==> src/rtl/hazard_controller_pkg.sv <==
// ---------------------------------------------------------------------------
// pipeline_ctrl_pkg
//   Shared definitions for the pipeline sequencing controller and the EX-stage
//   forwarding logic: FSM state encoding, the hard-wired zero register index,
//   the bundle of pipeline-register control enables and the load-use
//   detection helper.
// ---------------------------------------------------------------------------
package pipeline_ctrl_pkg;

  localparam logic [1:0] ST_RUN      = 2'd0;
  localparam logic [1:0] ST_MEM_WAIT = 2'd1;
  localparam logic [1:0] ST_HALT     = 2'd2;

  // x0 is hard-wired to zero, so it never carries a real data dependency.
  localparam logic [4:0] REG_ZERO = 5'd0;

  typedef enum logic [1:0] {
    RUN      = ST_RUN,
    MEM_WAIT = ST_MEM_WAIT,
    HALT     = ST_HALT
  } hz_state_e;

  // Stall/flush enables for the PC and the four pipeline registers.
  typedef struct packed {
    logic pc_stall;
    logic ifid_stall;
    logic ifid_flush;
    logic idex_stall;
    logic idex_flush;
    logic exmem_stall;
    logic memwb_bubble;
  } hz_ctrl_t;

  localparam hz_ctrl_t CTRL_NONE    = '{1'b0, 1'b0, 1'b0, 1'b0, 1'b0, 1'b0, 1'b0};
  // Whole pipeline frozen, MEM/WB gets a bubble so nothing retires twice.
  localparam hz_ctrl_t CTRL_FREEZE  = '{1'b1, 1'b1, 1'b0, 1'b1, 1'b0, 1'b1, 1'b1};
  // Squash the two younger instructions behind a taken branch.
  localparam hz_ctrl_t CTRL_BRANCH  = '{1'b0, 1'b0, 1'b1, 1'b0, 1'b1, 1'b0, 1'b0};
  // Hold IF and ID, push one bubble into EX behind the load.
  localparam hz_ctrl_t CTRL_LOADUSE = '{1'b1, 1'b1, 1'b0, 1'b0, 1'b1, 1'b0, 1'b0};

  // True when the ID instruction reads the register a load in EX will write.
  function automatic logic is_loaduse(
    input logic       ex_memread,
    input logic [4:0] ex_rd,
    input logic       uses_rs1,
    input logic [4:0] rs1,
    input logic       uses_rs2,
    input logic [4:0] rs2
  );
    logic hit_rs1;
    logic hit_rs2;
    hit_rs1 = uses_rs1 & (rs1 == ex_rd);
    hit_rs2 = uses_rs2 & (rs2 == ex_rd);
    return ex_memread & (ex_rd != REG_ZERO) & (hit_rs1 | hit_rs2);
  endfunction

endpackage

==> src/rtl/hazard_controller_if.sv <==
// ---------------------------------------------------------------------------
// hazard_controller_if
//   Bundle between the pipeline datapath and the hazard controller.
//   master : pipeline side, drives hazard inputs, receives enables/counters.
//   slave  : controller side.
//   Inputs : id_rs1/id_rs2/id_uses_rs1/id_uses_rs2, ex_rd, ex_memread,
//            ex_branch_taken, dmem_req, dmem_ready.
//   Outputs: pc_stall, ifid_stall, ifid_flush, idex_stall, idex_flush,
//            exmem_stall, memwb_bubble, halted, stall_cycles, flush_count.
// ---------------------------------------------------------------------------
interface hazard_controller_if #(
  parameter int CNT_W = 16
);
  logic [4:0]       id_rs1;
  logic [4:0]       id_rs2;
  logic             id_uses_rs1;
  logic             id_uses_rs2;
  logic [4:0]       ex_rd;
  logic             ex_memread;
  logic             ex_branch_taken;
  logic             dmem_req;
  logic             dmem_ready;

  logic             pc_stall;
  logic             ifid_stall;
  logic             ifid_flush;
  logic             idex_stall;
  logic             idex_flush;
  logic             exmem_stall;
  logic             memwb_bubble;
  logic             halted;
  logic [CNT_W-1:0] stall_cycles;
  logic [CNT_W-1:0] flush_count;

  modport master (
    output id_rs1, id_rs2, id_uses_rs1, id_uses_rs2, ex_rd, ex_memread,
           ex_branch_taken, dmem_req, dmem_ready,
    input  pc_stall, ifid_stall, ifid_flush, idex_stall, idex_flush,
           exmem_stall, memwb_bubble, halted, stall_cycles, flush_count
  );

  modport slave (
    input  id_rs1, id_rs2, id_uses_rs1, id_uses_rs2, ex_rd, ex_memread,
           ex_branch_taken, dmem_req, dmem_ready,
    output pc_stall, ifid_stall, ifid_flush, idex_stall, idex_flush,
           exmem_stall, memwb_bubble, halted, stall_cycles, flush_count
  );
endinterface

==> src/rtl/hazard_controller_sat_counter.sv <==
// ---------------------------------------------------------------------------
// sat_counter
//   Up-counter that sticks at all-ones instead of wrapping.
//   clk   : clock
//   rst   : synchronous active-high clear
//   inc   : count this cycle
//   value : current count
// ---------------------------------------------------------------------------
module sat_counter #(
  parameter int W = 16
) (
  input  logic         clk,
  input  logic         rst,
  input  logic         inc,
  output logic [W-1:0] value
);

  localparam logic [W-1:0] ALL_ONES = {W{1'b1}};

  // Count register: clear on reset, increment unless already saturated.
  always_ff @(posedge clk) begin
    if (rst) begin
      value <= {W{1'b0}};
    end else if (inc && (value != ALL_ONES)) begin
      value <= value + W'(1);
    end else begin
      value <= value;
    end
  end

endmodule

==> src/rtl/hazard_controller.sv <==
// ---------------------------------------------------------------------------
// hazard_controller
//   Pipeline sequencing for the 5-stage core: resolves load-use hazards with
//   a single bubble, flushes behind taken branches and freezes the pipe while
//   data memory is busy, escalating to a sticky HALT if memory never answers.
//   Enables are combinational from state and current inputs.
//   clk, rst : clock and synchronous active-high reset
//   hz       : hazard_controller_if.slave (hazard inputs, enables, counters)
// ---------------------------------------------------------------------------
module hazard_controller
  import pipeline_ctrl_pkg::*;
#(
  parameter int MEM_TIMEOUT = 16,
  parameter int CNT_W       = 16
) (
  input  logic                clk,
  input  logic                rst,
  hazard_controller_if.slave  hz
);

  localparam int              WAIT_W    = $clog2(MEM_TIMEOUT + 1);
  localparam logic [WAIT_W-1:0] WAIT_LAST = WAIT_W'(MEM_TIMEOUT - 1);

  hz_state_e          state_r;
  hz_state_e          state_nxt_s;
  logic [WAIT_W-1:0]  wait_cnt_r;
  logic [WAIT_W-1:0]  wait_cnt_nxt_s;
  logic               halted_r;
  logic               halt_set_s;

  logic               memwait_s;
  logic               loaduse_s;
  hz_ctrl_t           ctrl_s;
  logic               branch_flush_s;
  logic [CNT_W-1:0]   stall_cycles_s;
  logic [CNT_W-1:0]   flush_count_s;

  assign memwait_s = hz.dmem_req & ~hz.dmem_ready;
  assign loaduse_s = is_loaduse(hz.ex_memread, hz.ex_rd,
                                hz.id_uses_rs1, hz.id_rs1,
                                hz.id_uses_rs2, hz.id_rs2);

  // Enable generation: memory wait beats branch beats load-use.
  always_comb begin
    ctrl_s         = CTRL_NONE;
    branch_flush_s = 1'b0;
    if (rst) begin
      ctrl_s = CTRL_NONE;
    end else if (state_r == HALT) begin
      ctrl_s = CTRL_FREEZE;
    end else if (memwait_s) begin
      // Branch/load-use are simply re-seen once memory releases the pipe.
      ctrl_s = CTRL_FREEZE;
    end else if (hz.ex_branch_taken) begin
      // The ID instruction is squashed, so any load-use on it is moot.
      ctrl_s         = CTRL_BRANCH;
      branch_flush_s = 1'b1;
    end else if (loaduse_s) begin
      // One bubble suffices: next cycle the load sits in MEM and forwards.
      ctrl_s = CTRL_LOADUSE;
    end else begin
      ctrl_s = CTRL_NONE;
    end
  end

  // Next-state and wait-count logic for the memory wait / timeout FSM.
  always_comb begin
    state_nxt_s    = state_r;
    wait_cnt_nxt_s = wait_cnt_r;
    halt_set_s     = 1'b0;
    case (state_r)
      RUN: begin
        if (memwait_s) begin
          state_nxt_s    = MEM_WAIT;
          wait_cnt_nxt_s = WAIT_W'(1);
        end else begin
          state_nxt_s    = RUN;
          wait_cnt_nxt_s = {WAIT_W{1'b0}};
        end
      end
      MEM_WAIT: begin
        if (memwait_s) begin
          if (wait_cnt_r == WAIT_LAST) begin
            state_nxt_s = HALT;
            halt_set_s  = 1'b1;
          end else begin
            wait_cnt_nxt_s = wait_cnt_r + WAIT_W'(1);
          end
        end else begin
          // Either the access completed or the request went away.
          state_nxt_s    = RUN;
          wait_cnt_nxt_s = {WAIT_W{1'b0}};
        end
      end
      HALT: begin
        state_nxt_s = HALT;
      end
      default: begin
        state_nxt_s    = RUN;
        wait_cnt_nxt_s = {WAIT_W{1'b0}};
      end
    endcase
  end

  // State, wait counter and sticky halt flag.
  always_ff @(posedge clk) begin
    if (rst) begin
      state_r    <= RUN;
      wait_cnt_r <= {WAIT_W{1'b0}};
      halted_r   <= 1'b0;
    end else begin
      state_r    <= state_nxt_s;
      wait_cnt_r <= wait_cnt_nxt_s;
      halted_r   <= halted_r | halt_set_s;
    end
  end

  sat_counter #(.W(CNT_W)) u_stall_cnt (
    .clk   (clk),
    .rst   (rst),
    .inc   (ctrl_s.pc_stall),
    .value (stall_cycles_s)
  );

  sat_counter #(.W(CNT_W)) u_flush_cnt (
    .clk   (clk),
    .rst   (rst),
    .inc   (branch_flush_s),
    .value (flush_count_s)
  );

  assign hz.pc_stall     = ctrl_s.pc_stall;
  assign hz.ifid_stall   = ctrl_s.ifid_stall;
  assign hz.ifid_flush   = ctrl_s.ifid_flush;
  assign hz.idex_stall   = ctrl_s.idex_stall;
  assign hz.idex_flush   = ctrl_s.idex_flush;
  assign hz.exmem_stall  = ctrl_s.exmem_stall;
  assign hz.memwb_bubble = ctrl_s.memwb_bubble;
  assign hz.halted       = halted_r;
  assign hz.stall_cycles = stall_cycles_s;
  assign hz.flush_count  = flush_count_s;

endmodule

==> src/flat_wrapper.sv <==
// flat-port wrapper written by rule: the top's interface ports become plain ports
module hazard_controller_flat import pipeline_ctrl_pkg::*;
#(
  parameter int MEM_TIMEOUT = 16,
  parameter int CNT_W       = 16
)
  (clk, rst, hz_id_rs1, hz_id_rs2, hz_id_uses_rs1, hz_id_uses_rs2, hz_ex_rd, hz_ex_memread, hz_ex_branch_taken, hz_dmem_req, hz_dmem_ready, hz_pc_stall, hz_ifid_stall, hz_ifid_flush, hz_idex_stall, hz_idex_flush, hz_exmem_stall, hz_memwb_bubble, hz_halted, hz_stall_cycles, hz_flush_count);
  hazard_controller_if #(.CNT_W(CNT_W)) hz_i ();
  input  logic clk;
  input  logic rst;
  input wire logic [$bits(hz_i.id_rs1)-1:0] hz_id_rs1;
  input wire logic [$bits(hz_i.id_rs2)-1:0] hz_id_rs2;
  input wire logic [$bits(hz_i.id_uses_rs1)-1:0] hz_id_uses_rs1;
  input wire logic [$bits(hz_i.id_uses_rs2)-1:0] hz_id_uses_rs2;
  input wire logic [$bits(hz_i.ex_rd)-1:0] hz_ex_rd;
  input wire logic [$bits(hz_i.ex_memread)-1:0] hz_ex_memread;
  input wire logic [$bits(hz_i.ex_branch_taken)-1:0] hz_ex_branch_taken;
  input wire logic [$bits(hz_i.dmem_req)-1:0] hz_dmem_req;
  input wire logic [$bits(hz_i.dmem_ready)-1:0] hz_dmem_ready;
  output wire logic [$bits(hz_i.pc_stall)-1:0] hz_pc_stall;
  output wire logic [$bits(hz_i.ifid_stall)-1:0] hz_ifid_stall;
  output wire logic [$bits(hz_i.ifid_flush)-1:0] hz_ifid_flush;
  output wire logic [$bits(hz_i.idex_stall)-1:0] hz_idex_stall;
  output wire logic [$bits(hz_i.idex_flush)-1:0] hz_idex_flush;
  output wire logic [$bits(hz_i.exmem_stall)-1:0] hz_exmem_stall;
  output wire logic [$bits(hz_i.memwb_bubble)-1:0] hz_memwb_bubble;
  output wire logic [$bits(hz_i.halted)-1:0] hz_halted;
  output wire logic [$bits(hz_i.stall_cycles)-1:0] hz_stall_cycles;
  output wire logic [$bits(hz_i.flush_count)-1:0] hz_flush_count;
  assign hz_i.id_rs1 = hz_id_rs1;
  assign hz_i.id_rs2 = hz_id_rs2;
  assign hz_i.id_uses_rs1 = hz_id_uses_rs1;
  assign hz_i.id_uses_rs2 = hz_id_uses_rs2;
  assign hz_i.ex_rd = hz_ex_rd;
  assign hz_i.ex_memread = hz_ex_memread;
  assign hz_i.ex_branch_taken = hz_ex_branch_taken;
  assign hz_i.dmem_req = hz_dmem_req;
  assign hz_i.dmem_ready = hz_dmem_ready;
  assign hz_pc_stall = hz_i.pc_stall;
  assign hz_ifid_stall = hz_i.ifid_stall;
  assign hz_ifid_flush = hz_i.ifid_flush;
  assign hz_idex_stall = hz_i.idex_stall;
  assign hz_idex_flush = hz_i.idex_flush;
  assign hz_exmem_stall = hz_i.exmem_stall;
  assign hz_memwb_bubble = hz_i.memwb_bubble;
  assign hz_halted = hz_i.halted;
  assign hz_stall_cycles = hz_i.stall_cycles;
  assign hz_flush_count = hz_i.flush_count;
  hazard_controller #(.MEM_TIMEOUT(MEM_TIMEOUT), .CNT_W(CNT_W)) u_core (.clk(clk), .rst(rst), .hz(hz_i));
endmodule
==> config.mk <==
export PLATFORM = sky130hd
export DESIGN_NAME = hazard_controller_flat
export DESIGN_NICKNAME = d
export VERILOG_FILES = /design/src/rtl/hazard_controller_pkg.sv /design/src/rtl/hazard_controller_if.sv /design/src/rtl/hazard_controller_sat_counter.sv /design/src/rtl/hazard_controller.sv /design/src/flat_wrapper.sv
export SDC_FILE = /design/constraint.sdc
export NUM_CORES = 1
export LEC_CHECK = 0
export ABC_CLOCK_PERIOD_IN_PS = 3170
export CORE_UTILIZATION = 51
export DETAILED_ROUTE_END_ITERATION = 6
export PLACE_DENSITY = 0.95
export SYNTH_ARGS = -nofsm -noshare
export SYNTH_HDL_FRONTEND = slang
export SYNTH_SLANG_ARGS = --single-unit
==> constraint.sdc <==
create_clock -name clk -period 3.17 [get_ports clk]
set_input_delay 0.317 -clock clk [delete_from_list [all_inputs] [get_ports clk]]
set_output_delay 0.317 -clock clk [all_outputs]
set_load 0.005 [all_outputs]
Word level (Yosys, flattened, before mapping)
Cells that the tools add are included.
{"block": "totals", "reg_bits": 40, "input_bits": 23, "out_inout_bits": 40, "wordCells": 51}
{"block": "classes", "add_sub_neg": 3, "eq_ne": 9, "mux": 20, "bitwise": 9, "reduce_logical": 5}
{"cell": "7-bit 2-to-1 mux", "count": 5}
{"cell": "16-bit by 1-bit adder with 16-bit output (second input constant)", "count": 2}
{"cell": "16-bit inequality test (second input constant)", "count": 2}
{"cell": "5-bit case mux with 3 select lines", "count": 1}
{"cell": "5-bit == test", "count": 2}
{"cell": "5-bit 2-to-1 mux", "count": 2}
{"cell": "1-bit 2-to-1 mux", "count": 9}
{"cell": "3-bit inequality test (second input constant)", "count": 2}
{"cell": "2-bit case mux with 3 select lines", "count": 1}
{"cell": "5-bit by 1-bit adder with 5-bit output (second input constant)", "count": 1}
{"cell": "1-bit bitwise AND", "count": 5}
{"cell": "5-bit by 4-bit == test with 1-bit output (second input constant)", "count": 1}
{"cell": "5-bit nonzero test", "count": 1}
{"cell": "2-bit 2-to-1 mux", "count": 2}
{"cell": "2-bit by 1-bit == test with 1-bit output (second input constant)", "count": 1}
{"cell": "2-bit == test (second input constant)", "count": 1}
{"cell": "1-bit logical AND", "count": 2}
{"cell": "2-bit logical NOT", "count": 1}
{"cell": "1-bit inverter", "count": 2}
{"cell": "1-bit OR", "count": 2}
{"cell": "2-bit AND reduction", "count": 1}

Depth between registers and ports, before layout
{"block": "depth", "ltp_word": 10, "mapped_depth": 9, "ltp_nobuf": 7}

Cells and area by module
Synthesis repeated with hierarchy kept, for this count alone.
{"block": "unflattened", "cells_unflattened": 269, "hier_area_um2": 2326.0}
{"module": "sat_counter", "instances": 2, "cells_per_inst": 99, "area_each_um2": 848.3, "seq_area_each_um2": 320.3}
{"module": "hazard_controller", "instances": 1, "cells_per_inst": 71, "area_each_um2": 629.4, "seq_area_each_um2": 160.2}

Worst setup path after synthesis
OpenSTA, ideal clock, no wires.
{"block": "synth_timing", "kind": "input-to-output", "from": "in hz_ex_rd[1]", "to": "out hz_pc_stall", "arrival_ns": 1.711, "required_ns": 2.853, "path_slack_ns": 1.142, "path_stages": 8, "path_buffers": 3, "cell_sequence": "or4_1 -> o21ai_1 -> nor3_1 -> a21oi_1 -> buf_4 -> buf_4 -> inv_1 -> buf_4"}
{"block": "synth_between", "elab_chain_len": 9, "word_cells_on_any_way": 13}
{"element": "start: declaration", "line_no": "flat_wrapper.sv:15", "rtl": "input wire logic [$bits(hz_i.ex_rd)-1:0] hz_ex_rd;"}
{"element": "5-bit == test (on tied branches)", "line_no": "hazard_controller_pkg.sv:53, hazard_controller_pkg.sv:54"}
{"element": "1-bit bitwise AND (on tied branches)", "line_no": "hazard_controller_pkg.sv:53, hazard_controller_pkg.sv:54"}
{"element": "1-bit OR", "line_no": "hazard_controller_pkg.sv:55", "rtl": "return ex_memread & (ex_rd != REG_ZERO) & (hit_rs1 | hit_rs2);"}
{"element": "1-bit bitwise AND *", "line_no": "hazard_controller_pkg.sv:55"}
{"element": "7-bit 2-to-1 mux *", "line_no": "hazard_controller.sv:58", "rtl": "end else if (loaduse_s) begin"}
{"element": "7-bit 2-to-1 mux *", "line_no": "hazard_controller.sv:54", "rtl": "end else if (hz.ex_branch_taken) begin"}
{"element": "7-bit 2-to-1 mux *", "line_no": "hazard_controller.sv:51", "rtl": "end else if (memwait_s) begin"}
{"element": "7-bit 2-to-1 mux *", "line_no": "hazard_controller.sv:49", "rtl": "end else if (state_r == HALT) begin"}
{"element": "7-bit 2-to-1 mux *", "line_no": "hazard_controller.sv:47", "rtl": "if (rst) begin"}
{"element": "end: declaration", "line_no": "flat_wrapper.sv:20", "rtl": "output wire logic [$bits(hz_i.pc_stall)-1:0] hz_pc_stall;"}
Every way passes the cells marked *; elsewhere a longest branch is shown, timed or not.

Final worst setup path
{"block": "layout_timing", "from": "in hz_ex_rd[1]", "to": "out hz_ifid_stall"}
{"block": "layout_between", "elab_chain_len": 9, "word_cells_on_any_way": 13}
{"element": "5-bit == test (on tied branches)", "line_no": "hazard_controller_pkg.sv:53, hazard_controller_pkg.sv:54"}
{"element": "1-bit bitwise AND (on tied branches)", "line_no": "hazard_controller_pkg.sv:53, hazard_controller_pkg.sv:54"}
{"element": "1-bit OR", "line_no": "hazard_controller_pkg.sv:55"}
{"element": "1-bit bitwise AND *", "line_no": "hazard_controller_pkg.sv:55"}
{"element": "7-bit 2-to-1 mux *", "line_no": "hazard_controller.sv:58"}
{"element": "7-bit 2-to-1 mux *", "line_no": "hazard_controller.sv:54"}
{"element": "7-bit 2-to-1 mux *", "line_no": "hazard_controller.sv:51"}
{"element": "7-bit 2-to-1 mux *", "line_no": "hazard_controller.sv:49"}
{"element": "7-bit 2-to-1 mux *", "line_no": "hazard_controller.sv:47"}
{"element": "end: declaration", "line_no": "flat_wrapper.sv:21", "rtl": "output wire logic [$bits(hz_i.ifid_stall)-1:0] hz_ifid_stall;"}
Marks and branches as above.

==> impl_metrics.sql <==
INSERT INTO impl_metrics (metric_group, metric, value, unit) VALUES
('status', 'run_status', 'finished clean', ''),
('setup_path', 'critPathLaunchType', 'primary input', ''),
('place', 'placement.setup.worst_slack', '0.540', 'ns'),
('yosys', 'netlist_instances', '252', ''),
('final_layout', 'design.final.nets', '337', ''),
('clocking', 'htree_num_levels', '2', ''),
('yosys', 'mappedNetlistArea', '2150', 'sq um'),
('timing', 'achievable-frequency', '381', 'MHz'),
('timing', 'timing.setup.tns', '0', 'ns'),
('yosys', 'number_of_nets_in_the_synthesized_netlist', '279', ''),
('clocking', 'clk-insertion-delay-late', '0.30', 'ns'),
('floorplan', 'die-area', '4480', 'sq um'),
('power', 'irDropWorstVdd', '0.290', 'mV'),
('clocking', 'clk_pin_slew', '0.07', 'ns'),
('floorplan', 'coreArea', '4030', 'sq um'),
('routing', 'detailedRoute.firstPassIterationCount', '4', ''),
('yosys', 'number_of_flops_mapped_to_enable_cells_by_yosys', '0', ''),
('floorplan', 'ios', '63', ''),
('clocking', 'cts-root-to-sink-buffers', '2', ''),
('routing', 'dr.first_iter.drc_count', '112', ''),
('global_routing', 'overflow', '0', ''),
('flow_run', 'maxCapViolations', '0', ''),
('yosys', 'synth.area.top_cells', 'dfxtp_1 37%, xnor2_1 7.7%, nor2_1 4.9%, a21oi_1 4.4%, nand3_1 3.3%', ''),
('timing', 'tightestPinTransition', '0.640', 'ns'),
('yosys', 'synth.top_cell.area_share', '0.372', ''),
('setup_path', 'timing.setup.critical_path_class', 'in -> out', ''),
('timing', 'period_share', '0.828', ''),
('clocking', 'tritoncts_clock_tree', 'yes', ''),
('global_routing', 'grt_pass1_wl', '8400', 'um'),
('yosys', 'post_synth_num_cell_types', '45', ''),
('clocking', 'cts_made_buffers', '5', ''),
('setup_path', 'crit_arrival', '2.31', 'ns'),
('routing', 'via_count', '2103', ''),
('yosys', 'sequential_element_share_of_the_synthesized_area', '0.372', ''),
('timing', 'rsz0062_at_grt', 'no', ''),
('floorplan', 'die_h', '66.9', 'um'),
('timing', 'slew_violations', '0', ''),
('routing', 'route.final.wire_length', '5170', 'um'),
('final_layout', 'antennaDiodeCount', '0', ''),
('place', 'dp_hpwl', '3780', 'um'),
('timing', 'timing.final.crit_period', '2.62', 'ns'),
('final_layout', 'fillers', '293', ''),
('place', 'io_buffers', '62', ''),
('floorplan', 'rows', '23', ''),
('place', 'post-place-cells', '353', ''),
('routing', 'route.detailed.vias_per_inst', '5.84', ''),
('global_routing', 'pin_count_of_the_biggest_net_entering_global_routing', '29', ''),
('floorplan', 'initial_core_util', '0.534', ''),
('routing', 'wire_per_inst', '14.4', 'um'),
('place', 'place.gp.congestion', '0.823', ''),
('setup_path', 'critical_path.endpoint_type', 'output pin', ''),
('clocking', 'cts_hold_buffers', '0', ''),
('yosys', 'ys_async_sr_fraction', '0', ''),
('clocking', 'cts_resized', '0', ''),
('yosys', 'synth-warning-count', '0', ''),
('final_layout', 'utilization', '0.704', ''),
('final_layout', 'share_of_final_layout_standard_cells_stronger_than_drive_strength_1', '0.0613', ''),
('global_routing', 'track_usage', '0.247', ''),
('clocking', 'clock_sinks', '40', ''),
('timing', 'layout_setup_ws', '0.545', 'ns'),
('clocking', 'clock-root-buffer', 'clkbuf_8', ''),
('final_layout', 'flow.area_growth_from_synthesis', '31.8', '%'),
('timing', 'finalClockSkew', '0.00650', 'ns'),
('global_routing', 'antenna_found_initial', '0', ''),
('final_layout', 'finalNonFillerCells', '360', ''),
('global_routing', 'number_of_global_route_vias_before_repair', '1950', ''),
('yosys', 'synth_area_leader_cell', 'dfxtp_1', ''),
('hold_path', 'hold_path.class', 'reg -> reg', ''),
('yosys', 'mean_instance_size_in_the_synthesized_netlist', '8.53', 'sq um'),
('routing', 'drcViolationCount', '0', ''),
('timing', 'setup_viol', '0', ''),
('clocking', 'cts.repair_timing.setup_buffer_count', '0', ''),
('setup_path', 'crit_fanout', '3', ''),
('power', 'power.leakage', '0.953', 'nW'),
('setup_path', 'cp_data_required_time', '2.85', 'ns'),
('timing', 'maxSlewHeadroom', '0.571', ''),
('routing', 'antenna_left', '0', ''),
('power', 'pwr_density_cell', '328', 'nW/um^2'),
('floorplan', 'chipWidth', '66.9', 'um'),
('yosys', 'synthFlopType', 'dfxtp_1', ''),
('timing', 'final_hold_violating_endpoints', '0', ''),
('yosys', 'ys_seq_elements', '40', '');
## where the power goes
| group | internal [mW] | leakage, nW | switching [mW] |
|---|---|---|---|
| Combinational | 0.0560 | 0.590 | 0.0443 |
| Clock | 0.149 | 0.0410 | 0.168 |
| Sequential | 0.506 | 0.323 | 0.00526 |
| Total | 0.712 | 0.953 | 0.217 |
## cell usage after synthesis (5+ instances only)
cell and count:
nand3_1 14, buf_4 6, or4_1 9, xnor2_1 19, nand2_1 17, o31ai_1 6, inv_1 8, a21oi_1 19
o41ai_1 5, dfxtp_1 40, nand4_1 7, nor3_1 6, and3_1 5, o311ai_0 5, nor2_1 28, or3_1 5
## critical path, stage by stage
cell	delay, ns
clkdlybuf4s50_1	0.48
or4_1	0.54
o21ai_1	0.19
nor3_1	0.08
a21oi_2	0.16
inv_1	0.09
clkdlybuf4s50_1	0.45
## layout make-up
class | count | area (sq um) | share of cell area
Tap cell | 50 | 62.6 | 0.0221
Inverter | 8 | 30.0 | 0.0106
Multi-Input combinational cell | 190 | 1220 | 0.431
Clock inverter | 1 | 5.00 | 0.00177
Sequential cell | 40 | 801 | 0.282
Timing Repair Buffer | 65 | 643 | 0.227
Clock buffer | 6 | 72.6 | 0.0256
## stage by stage
step                hold WS (ns)  instance area (sq um)  power [mW]
floorplan                  0.442                   2150       0.570
global placement           0.438                   2760       0.619
detailed placement         0.437                   2760       0.622
CTS                        0.447                   2840       0.934
global route               0.491                   2840       0.964
finish                     0.445                   2840       0.929
## registers in the layout, indices dropped and copies added (netlist names)
| name | flops |
|---|---|
| u_core.u_stall_cnt.value | 16 |
| u_core.u_flush_cnt.value | 16 |
| u_core.state_r | 2 |
| u_core.wait_cnt_r | 5 |
| u_core.hz.halted | 1 |
## cell usage in the layout (no fill, tap or decap), types with 2 or more instances in the layout
master / instances
dfxtp_1: 40
nor2b_1: 4
o31ai_1: 6
and3_4: 2
o21ai_0: 4
o41ai_1: 5
inv_1: 8
and4_4: 2
ha_1: 4
and4_1: 3
o21ai_1: 3
and3_1: 5
nand4_1: 7
or3_1: 5
nor2_1: 28
o311ai_0: 5
clkbuf_8: 5
xnor2_1: 19
buf_4: 3
mux2_2: 3
nand3_1: 14
nand2b_1: 2
xor2_1: 4
a21oi_1: 18
clkdlybuf4s50_1: 62
nand2_1: 17
nor3_1: 6
or4_1: 9
## routing by layer
metal / global-route usage / vias to the layer above / wire, um
met1: 0.276 / 999 / 2220
li1: - / 1030 / -
met4: 0.136 / 0 / 105
met5: 0 / - / 0
met3: 0.0616 / 12 / 208
met2: 0.424 / 62 / 2630
## path summary, 6_finish.rpt
path	from	to	slack (ns)	cells after the start
worst max-delay path	hz_ex_rd[1]	hz_ifid_stall	0.55	7
worst min-delay path	u_core.hz.halted	u_core.hz.halted	0.44	2
worst max register to register	u_core.state_r[0]	u_core.u_stall_cnt.value[15]	1.07	6
worst min register to register	u_core.hz.halted	u_core.hz.halted	0.44	2
## cell families (layout without fill, tap and decap cells)
group / Yosys count / count (layout) / share of synthesized area
AOI/OAI and AO/OA: 49 / 49 / 0.151
xor gates and xnor gates: 23 / 23 / 0.0937
adders and majority gates: 4 / 4 / 0.0233
buffers and inverters: 22 / 80 / 0.0617
DFF: 40 / 40 / 0.372
muxes: 4 / 4 / 0.0204
and+or+nand+nor: 110 / 110 / 0.278
Note: power is estimated with default switching activity, not from simulation.
